$ cat src/rtl/stream_bit_reversal.sv
// Ping-pong bit-reversal permutation buffer for the NTT datapath.
// One bank fills in natural order while the other drains in bit-reversed
// (or natural, when the frame was tagged bypass) order, sustaining one
// coefficient per cycle on both sides.
module stream_bit_reversal #(
    parameter int WIDTH = 8,
    parameter int LOG_N = 3
) (
    input  logic             clk,
    input  logic             rst,
    input  logic             in_valid,
    output logic             in_ready,
    input  logic [WIDTH-1:0] in_data,
    input  logic             in_bypass,
    output logic             out_valid,
    input  logic             out_ready,
    output logic [WIDTH-1:0] out_data,
    output logic             out_last,
    output logic [LOG_N-1:0] out_index
);

    localparam int N = 1 << LOG_N;
    localparam logic [LOG_N-1:0] LAST_CNT = LOG_N'(N - 1);

    logic [WIDTH-1:0] bank0 [N];
    logic [WIDTH-1:0] bank1 [N];

    logic [1:0]       full;
    logic [1:0]       byp;
    logic             wr_bank;
    logic             rd_bank;
    logic [LOG_N-1:0] wr_cnt;
    logic [LOG_N-1:0] rd_cnt;
    logic [LOG_N-1:0] rev_cnt;
    logic [LOG_N-1:0] rd_idx;
    logic             accept;
    logic             fire;

    assign in_ready  = !full[wr_bank];
    assign accept    = in_valid && in_ready;
    assign out_valid = full[rd_bank];
    assign fire      = out_valid && out_ready;

    // Mirror the read counter so bit k lands on bit LOG_N-1-k.
    always_comb begin
        rev_cnt = '0;
        for (int k = 0; k < LOG_N; k++) begin
            rev_cnt[LOG_N-1-k] = rd_cnt[k];
        end
    end

    assign rd_idx    = byp[rd_bank] ? rd_cnt : rev_cnt;
    assign out_index = rd_idx;
    assign out_data  = rd_bank ? bank1[rd_idx] : bank0[rd_idx];
    assign out_last  = out_valid && (rd_cnt == LAST_CNT);

    // Coefficient storage; contents survive reset since the full flags gate them.
    always_ff @(posedge clk) begin
        if (accept) begin
            if (wr_bank) begin
                bank1[wr_cnt] <= in_data;
            end else begin
                bank0[wr_cnt] <= in_data;
            end
        end
    end

    // Write/read pointers, per-bank full flags and latched bypass mode.
    always_ff @(posedge clk) begin
        if (rst) begin
            full    <= '0;
            byp     <= '0;
            wr_bank <= 1'b0;
            rd_bank <= 1'b0;
            wr_cnt  <= '0;
            rd_cnt  <= '0;
        end else begin
            if (accept) begin
                if (wr_cnt == '0) begin
                    byp[wr_bank] <= in_bypass;
                end
                if (wr_cnt == LAST_CNT) begin
                    full[wr_bank] <= 1'b1;
                    wr_bank       <= !wr_bank;
                    wr_cnt        <= '0;
                end else begin
                    wr_cnt <= wr_cnt + 1'b1;
                end
            end
            if (fire) begin
                if (rd_cnt == LAST_CNT) begin
                    full[rd_bank] <= 1'b0;
                    rd_bank       <= !rd_bank;
                    rd_cnt        <= '0;
                end else begin
                    rd_cnt <= rd_cnt + 1'b1;
                end
            end
        end
    end

endmodule
$ cat config.mk
export PLATFORM = sky130hd
export DESIGN_NAME = stream_bit_reversal
export DESIGN_NICKNAME = d
export VERILOG_FILES = /design/src/rtl/stream_bit_reversal.sv
export SDC_FILE = /design/constraint.sdc
export NUM_CORES = 1
export LEC_CHECK = 0
export CORE_MARGIN = 4
export CORE_UTILIZATION = 25
export DETAILED_ROUTE_END_ITERATION = 8
export PLACE_DENSITY = 0.44
export SLEW_MARGIN = 0
export SYNTH_ARGS = -nofsm -noshare
export SYNTH_HDL_FRONTEND = slang
export SYNTH_SLANG_ARGS = --single-unit
$ cat constraint.sdc
create_clock -name clk -period 2.3 [get_ports clk]
set_input_delay 0.345 -clock clk [delete_from_list [all_inputs] [get_ports clk]]
set_output_delay 0.345 -clock clk [all_outputs]
set_load 0.01 [all_outputs]
**Word-level counts from Yosys, hierarchy flattened**

Memories as Yosys holds them, arrays and structs flattened.
Index checks and enable logic that the tools add are counted.

- RAM bits: 128
- Memories: 2
- Register bits: 12
- Output and inout bits: 14

Memories:

| name | depth | bits a word | rd ports | clocked after Yosys merged registers in | wr ports | line | source |
|---|---|---|---|---|---|---|---|
| bank0 | 8 | 8 | 1 | 0 | 1 | 25 | `logic [WIDTH-1:0] bank0 [N];` |
| bank1 | 8 | 8 | 1 | 0 | 1 | 26 | `logic [WIDTH-1:0] bank1 [N];` |

- Add/sub/neg operators: 2
- Reduce and logical (&&, ||, !) cells: 12
- Bitwise gates (word level): 3
- Multiplexer cells: 26
- Eq/ne operators: 2
- $lt $le $gt $ge: 4

Operators by type and width:

| operator | count |
|---|---|
| 2-to-1 mux 1 bit | 14 |
| 2-to-1 mux 2 bit | 5 |
| 2-to-1 mux 3 bit | 3 |
| 2-to-1 mux 8 bit | 1 |
| adder 3 x 1 -> 3 bit, second input constant | 2 |
| == test 3 bit, second input constant | 2 |
| AND reduction 2 bit | 3 |
| logical AND 1 bit | 5 |
| less-than comparator 1 x 2 -> 1 bit, second input constant | 2 |
| logical NOT 1 bit | 3 |
| logical NOT 3 bit | 1 |
| AND 2 bit | 1 |
| bitwise mux 2 bit | 1 |
| demux 1 bit (select 1 bit) | 2 |
| greater-or-equal comparator 1 bit, second input constant | 2 |
| NOT 2 bit | 1 |
| OR 2 bit | 1 |

**Logic depth before layout (Yosys ltp)**

- Depth after elaboration: 11
- Mapped depth: 8
- Gate-level depth less buffers: 6

**Worst setup path after synthesis**

Ideal clock, no wire load.

- Path type: register to output
- From: register rd_bank
- To: output out_data[2]
- Cell stages (with the launch flop): 8
- Buffers on the path: 2
- Data arrival time: 2,022 ps
- Path slack: -67 ps
- Data required time: 1,955 ps
- Cell sequence: dfxtp_1 > buf_6 > mux2i_4 > mux2i_4 > buf_6 > mux2i_1 > a22o_1 > nor4b_1

- Word-level cells in the longest chain between the ends: 5

Ends and longest elaborated chain:

| element | line | source |
|---|---|---|
| start, declared | 31 | `logic rd_bank;` |
| start signal, assigned | 93 | `rd_bank <= !rd_bank;` |
| 2-to-1 mux 1 bit (not written as such) (2 in series) | 52 | `assign rd_idx = byp[rd_bank] ? rd_cnt : rev_cnt;` |
| 2-to-1 mux 3 bit | 52 |  |
| memory read (8 x 8 bit) (on tied branches) | -- |  |
| 2-to-1 mux 8 bit * | 54 | `assign out_data = rd_bank ? bank1[rd_idx] : bank0[rd_idx];` |
| end, declared | 17 | `output logic [WIDTH-1:0] out_data,` |

Mark *: on every way between the ends. The rest lies on a longest branch, timed or not. The select of a mux whose other input is x is not followed.

**Worst setup path in the final report**

- From: register rd_bank
- To: output out_data[6]

Same word-level chain as after synthesis.

==> results.sh <==
export IMPL_critical_path_n_buffers_inverters=4
export IMPL_tritoncts="built"
export IMPL_cpLargestDelayFamily="multiplexers"
export IMPL_synth_nets=445
export IMPL_synthArstFlopShare_pct=0
export IMPL_critPathMaxFanout=6
export IMPL_grt_max_degree=18
export IMPL_synth_edff_count=128
export IMPL_use_met1_pct=16.2
export IMPL_port_buffers=26
export IMPL_synthTopCellsByArea="edfxtp_1, dfxtp_1, mux2i_1"
export IMPL_fin_skew_ps=10.3
export IMPL_vias=3913
export IMPL_drc_errors=0
export IMPL_cts_hold_fix_buffers=0
export IMPL_routedWlPerCell_um=18.8
export IMPL_ys_seq_area_share_pct=68.5
export IMPL_slew_limit_headroom_pct=54.0
export IMPL_grt_busiest_layer="met2"
export IMPL_place_gp_congestion=0.780
export IMPL_status="finished, violations left"
export IMPL_yosys_warnings=0
export IMPL_p_seq_share_pct=49.0
export IMPL_critPathLaunchType="flip-flop"
export IMPL_synth_distinct_cells=48
export IMPL_path_clk_slew_ps=60
export IMPL_critPathArrivalTime_ps=2500
export IMPL_p_switching_mw=1.23
export IMPL_insertedDiodeCount=0
export IMPL_dpl_cell_count=812
export IMPL_violations="negative setup slack"
export IMPL_grt_overflow_total=0
export IMPL_core_region_area_um2=23500
export IMPL_cts_root_buf="clkbuf_16"
export IMPL_slowest_delay_ps=360
export IMPL_initial_core_util_pct=25.4
export IMPL_ys_ff_latch=140
export IMPL_pwr_share_comb_pct=3.7
export IMPL_die_h_um=162
export IMPL_r2r_cells=5
export IMPL_syn_cell_area_um2=5960
export IMPL_finalHoldViolations=0
export IMPL_drt_iter0_drc=290
export IMPL_drive_gt1_share_pct=29.4
export IMPL_wl_um=16000
export IMPL_clk_insertion_delay_late_ps=420
export IMPL_final_cell_mix="edfxtp_1, buf_4, nand2_1"
export IMPL_critPathKind="flip-flop to output port"
export IMPL_hold_depth=2
export IMPL_synthToLayoutAreaGrowth_pct=33.2
export IMPL_worstHoldEndpoint="wr_cnt[2]"
export IMPL_clock_sinks=140
export IMPL_fin_ws_ps=-541
export IMPL_fill_cells=2251
export IMPL_min_from="wr_cnt[2]"
export IMPL_fin_tns_setup_ps=-3990
export IMPL_finalNonFillerCells=853
export IMPL_reg2reg_slack_ps=470
export IMPL_setup_viol=10
export IMPL_cpMostUsedCell="mux2i_4"
export IMPL_cts_max_level=4
export IMPL_period_needed_ps=2840
export IMPL_slowest_stage="dfxtp_2"
export IMPL_synth_ff_type="edfxtp_1"
export IMPL_die_x_um=162
export IMPL_maxCapViolCount=0
export IMPL_grt_pass1_vias=4009
export IMPL_yosysTopAreaCell="edfxtp_1"
export IMPL_rows=56
export IMPL_dieArea_um2=26400
export IMPL_finalCritPeriodShare_pct=124
export IMPL_antenna_found_initial=0
export IMPL_grt_setup_unrepaired="true"
export IMPL_clk_path_buf_depth=2
export IMPL_globalRouteMet2Util_pct=21.9
export IMPL_ant_nets=0
export IMPL_grt_usage_pct=12.7
export IMPL_pwr_share_clk_pct=47.3
export IMPL_p_leak_nw=2.83
export IMPL_tightest_slew_ps=687
export IMPL_r2r_start="wr_bank"
export IMPL_crit_path_cell_trace="mux2i_4, mux2i_4, buf_12, buf_8, buf_16, mux2i_1, o221ai_1, a211o_1, buf_6"
export IMPL_swShare_pct=21.4
export IMPL_max_freq_ghz=0.352
export IMPL_startpoint="rd_bank"
export IMPL_dp_hpwl_um=10800
export IMPL_met3_usage_pct=2.33
export IMPL_viasPerCell=4.59
export IMPL_final_max_slew_viol_count=0
export IMPL_nets=539
export IMPL_r2r_end="byp[1]"
export IMPL_grt_pass1_wl_um=24500
export IMPL_ios=27
export IMPL_hold_path_class="flip-flop to flip-flop"
export IMPL_final_common_cell="edfxtp_1"
export IMPL_required_ps=1960
export IMPL_syn_inst=427
export IMPL_p_int_mw=4.51
export IMPL_p_per_area_nw_per_um2=724
export IMPL_synth_top_cell_area_share_pct=64.5
export IMPL_vdd_drop_max_uv=335
export IMPL_drt_pre_antenna_iters=5
export IMPL_syn_avg_cell_area_um2=14.0
export IMPL_crit_path_end_kind="output port"
export IMPL_cts_buffers=17
==> per-stage QoR <==
stage                     hold WS, ps  worst slack, ps  utilization [%]  power, mW  instance area (um^2)
after floorplan                   417            -15.8                -       2.94                  5990
after global placement            519             -512             30.1       3.06                  7070
after detailed placement          539             -537             30.1       3.06                  7070
after CTS                         543             -595             33.9       5.80                  7950
after global routing              604             -653             33.8       5.95                  7940
final                             543             -541             33.8       5.74                  7940
==> kinds of logic after synthesis <==
logic type / after synthesis / share of synthesized area [%]
multiplexers: 42 / 8.19
buffers and inverters: 35 / 2.94
flip-flops: 140 / 68.5
AO/OA/AOI/OAI: 77 / 8.78
AND/OR/NAND/NOR: 126 / 10.2
XOR/XNOR: 2 / 0.294
adder cells (fa/ha/maj): 5 / 1.05
==> routing by layer <==
layer	routed length, um	vias to the layer above
met4	146	0
met2	8280	71
li1	-	1838
met1	7170	1997
met5	0	-
met3	451	7
==> worst max-delay path by stage <==
stage / end / slack, ps / cells after the start
global route: out_data[6] / -650 / 9
detailed placement: out_data[4] / -540 / 7
global placement: out_data[0] / -510 / 7
floorplan: out_data[5] / -20 / 7
finish: out_data[6] / -540 / 9
CTS: out_data[6] / -600 / 9
==> layout make-up <==
class	instances	area (um^2)	area share, %
clock inverters	14	160	2.02
inverters	9	33.8	0.426
clock buffers	18	429	5.41
well taps	319	399	5.03
flip-flops and latches	140	4090	51.5
repair buffers	101	973	12.3
multi-input cells	252	1850	23.3
==> cells in the mapped netlist, types with 4 or more instances <==
library cell  instances
nor2_1               30
o21ai_0              13
edfxtp_1            128
ha_1                  5
mux2i_1              24
inv_1                 8
dfxtp_1              12
buf_6                 4
clkbuf_1             14
nor3_1               16
buf_2                 5
and2_1                5
nor3b_1               4
nand3_1              12
mux2_2               14
a311oi_1              4
a31oi_1               4
o22ai_1              10
nand2_1              41
a21oi_1              18
nor2b_1               4
o221ai_1              7
==> power groups by stage <==
stage	clock network [mW]	logic, mW	registers, mW
2_1_floorplan	0	0.0812	2.86
3_3_place_gp	0	0.190	2.87
3_5_place_dp	0	0.192	2.87
4_1_cts	2.77	0.209	2.82
5_1_grt	2.91	0.230	2.82
6_report	2.72	0.210	2.82
==> sequential cells by signal, summed over array words and instances (netlist names) <==
name / count
bank0: 64
bank1: 64
rd_cnt: 3
wr_cnt: 3
byp: 2
full: 2
rd_bank: 1
wr_bank: 1
==> timing repair <==
item                                    CTS  global route
gates resized for setup                  74             7
pin swaps                                10            10
gates cloned                              4             0
endpoints found under the setup margin   11            12
hold endpoints to repair                  0             0
setup buffers                             6             0
==> worst register-to-register path: cells and delay by family (launching register included) <==
| kind | cells | cell delay (ps) |
|---|---|---|
| AND/OR/NAND/NOR | 3 | 770 |
| flip-flops | 1 | 400 |
| multiplexers | 2 | 540 |
Note: power is estimated with default switching activity, not from simulation.
